[config.mk]
export PLATFORM = sky130hd
export DESIGN_NAME = rgb_pwm_driver
export DESIGN_NICKNAME = d
export VERILOG_FILES = /design/src/rtl/rgb_pwm_driver.sv
export SDC_FILE = /design/constraint.sdc
export NUM_CORES = 1
export LEC_CHECK = 0
export BUFFER_PORTS_ARGS = -buffer_cell sky130_fd_sc_hd__buf_2
export CELL_PAD_IN_SITES_DETAIL_PLACEMENT = 2
export CELL_PAD_IN_SITES_GLOBAL_PLACEMENT = 2
export CORE_MARGIN = 2
export CORE_UTILIZATION = 40
export CTS_BUF_LIST = sky130_fd_sc_hd__clkbuf_16
export DETAILED_ROUTE_END_ITERATION = 6
export PLACE_DENSITY_LB_ADDON = 0.1
export SYNTH_ARGS = -nofsm -noshare
export SYNTH_HDL_FRONTEND = slang
export SYNTH_SLANG_ARGS = --single-unit
export TNS_END_PERCENT = 5
[constraint.sdc]
create_clock -name clk -period 2.4 [get_ports clk]
set_clock_uncertainty 0.05 [all_clocks]
set_input_delay 0.24 -clock clk [delete_from_list [all_inputs] [get_ports clk]]
set_output_delay 0.24 -clock clk [all_outputs]
set_load 0.005 [all_outputs]
[src/rtl/rgb_pwm_driver.sv]
// rgb_pwm_driver: double-buffered three-channel PWM stage driving active-low RGB LED pins
module rgb_pwm_driver #(
  parameter int WIDTH   = 8,
  parameter int CLK_DIV = 47
) (
  input  logic             clk,
  input  logic             rst_n,
  input  logic [WIDTH-1:0] r_level,
  input  logic [WIDTH-1:0] g_level,
  input  logic [WIDTH-1:0] b_level,
  input  logic             level_valid,
  output logic             level_ready,
  output logic             period_start,
  output logic             RGB_R,
  output logic             RGB_G,
  output logic             RGB_B
);
  localparam int PW = (CLK_DIV > 1) ? $clog2(CLK_DIV) : 1;
  localparam logic [PW-1:0] P_LAST = PW'(CLK_DIV - 1);
  localparam logic [WIDTH-1:0] C_LAST = WIDTH'((2 ** WIDTH) - 2);

  logic [PW-1:0]    r_pre;
  logic [WIDTH-1:0] r_cnt;
  logic [WIDTH-1:0] r_act_r, r_act_g, r_act_b;
  logic [WIDTH-1:0] r_pend_r, r_pend_g, r_pend_b;
  logic             r_pend_full;
  logic             r_period_start;
  logic [2:0]       r_pins;
  logic             w_step, w_wrap, w_xfer;

  assign w_step       = r_pre == P_LAST;
  assign w_wrap       = w_step && (r_cnt == C_LAST);
  assign w_xfer       = level_valid && !r_pend_full;
  assign level_ready  = !r_pend_full;
  assign period_start = r_period_start;
  assign {RGB_R, RGB_G, RGB_B} = r_pins;

  // prescaler: one step strobe every CLK_DIV clocks
  always_ff @(posedge clk or negedge rst_n) begin
    if (!rst_n) r_pre <= '0;
    else        r_pre <= w_step ? '0 : r_pre + 1'b1;
  end

  // pwm counter: 0..2^WIDTH-2, so full-scale level keeps the pin low all period
  always_ff @(posedge clk or negedge rst_n) begin
    if (!rst_n) r_cnt <= '0;
    else        r_cnt <= w_wrap ? '0 : (w_step ? r_cnt + 1'b1 : r_cnt);
  end

  // pending buffer: a transfer fills it, the wrap edge empties it into active
  always_ff @(posedge clk or negedge rst_n) begin
    if (!rst_n) begin
      r_pend_r    <= '0;
      r_pend_g    <= '0;
      r_pend_b    <= '0;
      r_pend_full <= 1'b0;
    end else if (w_xfer) begin
      r_pend_r    <= r_level;
      r_pend_g    <= g_level;
      r_pend_b    <= b_level;
      r_pend_full <= 1'b1;
    end else if (w_wrap) begin
      r_pend_full <= 1'b0;
    end
  end

  // active levels change only at a period boundary so no period is ever cut short
  always_ff @(posedge clk or negedge rst_n) begin
    if (!rst_n) begin
      r_act_r <= '0;
      r_act_g <= '0;
      r_act_b <= '0;
    end else if (w_wrap && r_pend_full) begin
      r_act_r <= r_pend_r;
      r_act_g <= r_pend_g;
      r_act_b <= r_pend_b;
    end
  end

  // period_start: registered marker for the cycle after each wrap
  always_ff @(posedge clk or negedge rst_n) begin
    if (!rst_n) r_period_start <= 1'b0;
    else        r_period_start <= w_wrap;
  end

  // pins: registered compare keeps outputs glitch-free; low means LED on
  always_ff @(posedge clk or negedge rst_n) begin
    if (!rst_n) r_pins <= 3'b111;
    else        r_pins <= {~(r_cnt < r_act_r), ~(r_cnt < r_act_g), ~(r_cnt < r_act_b)};
  end
endmodule

==> results by group <==
Run status
  – Status: completed

Critical path
  – WS Path Type: register to register
  – Startpoint Class: register
  – Reg2reg path depth: 6
  – Worst-path fanout max: 13
  – WP data arrival: 2140 ps
  – Critical Path Sink Type: register
  – CP required: 2560 ps

Synth
  – Top cells by area, synth: dfrtp_1 49%, mux2_2 10%, ha_1 9.6%
  – Post-synth top area cell: dfrtp_1
  – Post-synthesis sequential area ratio: 51.6%
  – Cell area after synthesis: 3260 sq um
  – Mapped Cells: 256
  – Seq cells post-synth: 67
  – Post-synth ARST share: 100%
  – Synth unique cells: 34
  – Syn avg cell area: 12.7 sq um
  – Main synth FF type: dfrtp_1
  – Syn nets: 308
  – Area share of the largest cell type after synthesis: 49.2%
  – Yosys Warn Count: 0
  – Number of synthesized flops with an enable pin: 0

Routing
  – DR WL/cell: 19.3 um
  – WL final: 7810 um
  – Via density: 5.22
  – Via count: 2110
  – DRT Pass-1 Iters: 5
  – DRT iter0 DRCs: 45
  – Post-DRT Antenna Nets: 0
  – Post-route DRC: 0

Clock network
  – Post-cts resize count: 0
  – Clock buffer depth: 2
  – CTS clock-pin slew for the worst setup and hold paths: 60 ps
  – Num CTS Buffers: 9
  – CTS H-tree lvls: 3
  – CTS root buf: clkbuf_16
  – TritonCTS clock tree: built
  – Clock Latency Late Sink: 330 ps
  – Number of setup buffers added after CTS: 0
  – Hold Buf Count CTS: 1
  – Clk sink count: 67

Global routing
  – Gr ovfl total: 0
  – Largest net degree at the start of global routing: 47
  – First-pass GRT wire length: 13100 um
  – GRT Overall Usage: 20.1%
  – Antenna violations before repair: 0
  – Vias in the first global route: 2444

Hold path
  – Min-delay worst type: input pin to register
  – Hold path cells: 2

Die
  – Die Ht: 94.2 um
  – Die area: 8880 sq um
  – Die W: 94.2 um
  – Rows: 32
  – Core footprint: 7810 sq um
  – Starting Density: 41.7%
  – IO Count: 32

Placement
  – GP Congestion: 0.750
  – I/O Buffers: 31
  – Cells after DPL: 387
  – Placed Area: 3550 sq um
  – DPL Wire Length: 5180 um

Cells and area
  – N_diodes: 0
  – Most frequent cells in the layout: 64 x dfrtp_1, 31 x buf_2, 29 x mux2_2
  – Fin area: 3850 sq um
  – Area growth syn-to-layout: 18.2%
  – Core Util, Final: 49.3%
  – Nets: 349
  – Post-Layout Cell Count: 404
  – Commonest non-fill, non-tap cell in the layout: dfrtp_1
  – Share of layout cells above drive strength 1: 35.1%

Pwr
  – Total Power: 0.00252 W
  – Peak VDD IR: 0.000411 V
  – Leak: 1.87 nW
  – Power Density: 655 nW/um^2

STA
  – Period minus WS final: 1980 ps
  – Tightest Pin Transition: 541 ps
  – Setup TNS: 0 ps
  – Fin crit share: 82.5%
  – RSZ-0062 raised after global routing: no
  – Setup violators final: 0
  – Final Hold Vio Count: 0
  – Headroom to the max-slew limit: 64.0%
  – Fmax: 0.505 GHz
  – Fin. max-slew vios: 0

Run
  – Max-cap violations: 0
## logic make-up after synthesis
logic type | synth area share, %
flip-flops | 51.6
multiplexers | 19.2
AO/OA/AOI/OAI | 7.99
AND/OR/NAND/NOR | 6.49
buffers and inverters | 4.53
adder cells (fa/ha/maj) | 9.60
XOR/XNOR | 0.538
## where the power goes
part | switching, W | internal, W
combinational | 0.0000326 | 0.0000347
sequential | 0.0000116 | 0.00115
clock | 0.000490 | 0.000801
## stage by stage
stage          hold WS (ps)  setup slack (ps)
6_report               86.6               419
5_1_grt                81.2               295
4_1_cts                79.8               408
3_5_place_dp            209               439
3_3_place_gp            198               514
2_1_floorplan          -106               615
## flip-flops by register name, summed over array words and instances (netlist names)
name / cells
r_act_b: 8
r_act_g: 8
r_act_r: 8
r_cnt: 8
r_pend_b: 8
r_pend_g: 8
r_pend_r: 8
r_pre: 6
r_pins: 3
period_start: 1
r_pend_full: 1
## metal layers
layer  wire length, um  track usage [%]  vias to the layer above  share of wire, %
li1                  -                -                      988                 -
met5                 0                0                        -                 0
met3               168             3.61                       10               2.2
met1              3380             24.2                     1087                43
met2              4130             35.8                       25                53
met4               128             6.88                        0               1.6
## worst max-delay path, cell delays in order (launching register included)
cell and delay [ps]:
dfrtp_1 470, inv_1 100, ha_1 230, and4_1 240
nand4_4 130, buf_4 270, mux2_2 370
## Yosys cell counts (2+ instances only)
cell	instances
nand2b_1	2
o21ai_0	13
mux2_2	29
and2_1	2
buf_2	3
ha_1	25
and4_1	2
o211ai_1	3
o31ai_1	3
and4b_1	2
dfrtp_1	64
nand3_1	5
inv_1	25
a2111oi_0	3
nor2_1	10
buf_6	2
nand2_1	9
o21ai_1	3
nor2b_1	2
o2111ai_1	3
a21o_1	3
nand4_1	2
a31oi_1	2
a21oi_1	8
dfstp_2	3
mux2_4	20
## layout make-up
| cell class | instances | area, sq um |
|---|---|---|
| inverters | 25 | 93.8 |
| clock inverters | 7 | 68.8 |
| multi-input cells | 156 | 1430 |
| flip-flops and latches | 67 | 1680 |
| well taps | 102 | 128 |
| repair buffers | 38 | 223 |
| clock buffers | 9 | 225 |
| fillers | 794 | 3960 |
## worst paths after layout
kind | startpoint | endpoint | slack, ps
max reg2reg | r_cnt[0]$_DFFE_PN0P_ | r_act_r[0]$_DFFE_PN0P_ | 420
min | b_level[6] | r_pend_b[6]$_DFFE_PN0P_ | 90
max | r_cnt[0]$_DFFE_PN0P_ | r_act_r[0]$_DFFE_PN0P_ | 420
min in group asynchronous | rst_n | r_pre[3]$_DFF_PN0_ | 370
max in group asynchronous | rst_n | r_pins[1]$_DFF_PN1_ | 1240
min reg2reg | r_pend_g[0]$_DFFE_PN0P_ | r_act_g[0]$_DFFE_PN0P_ | 460
No activity file was read; power rests on OpenSTA's default activity.
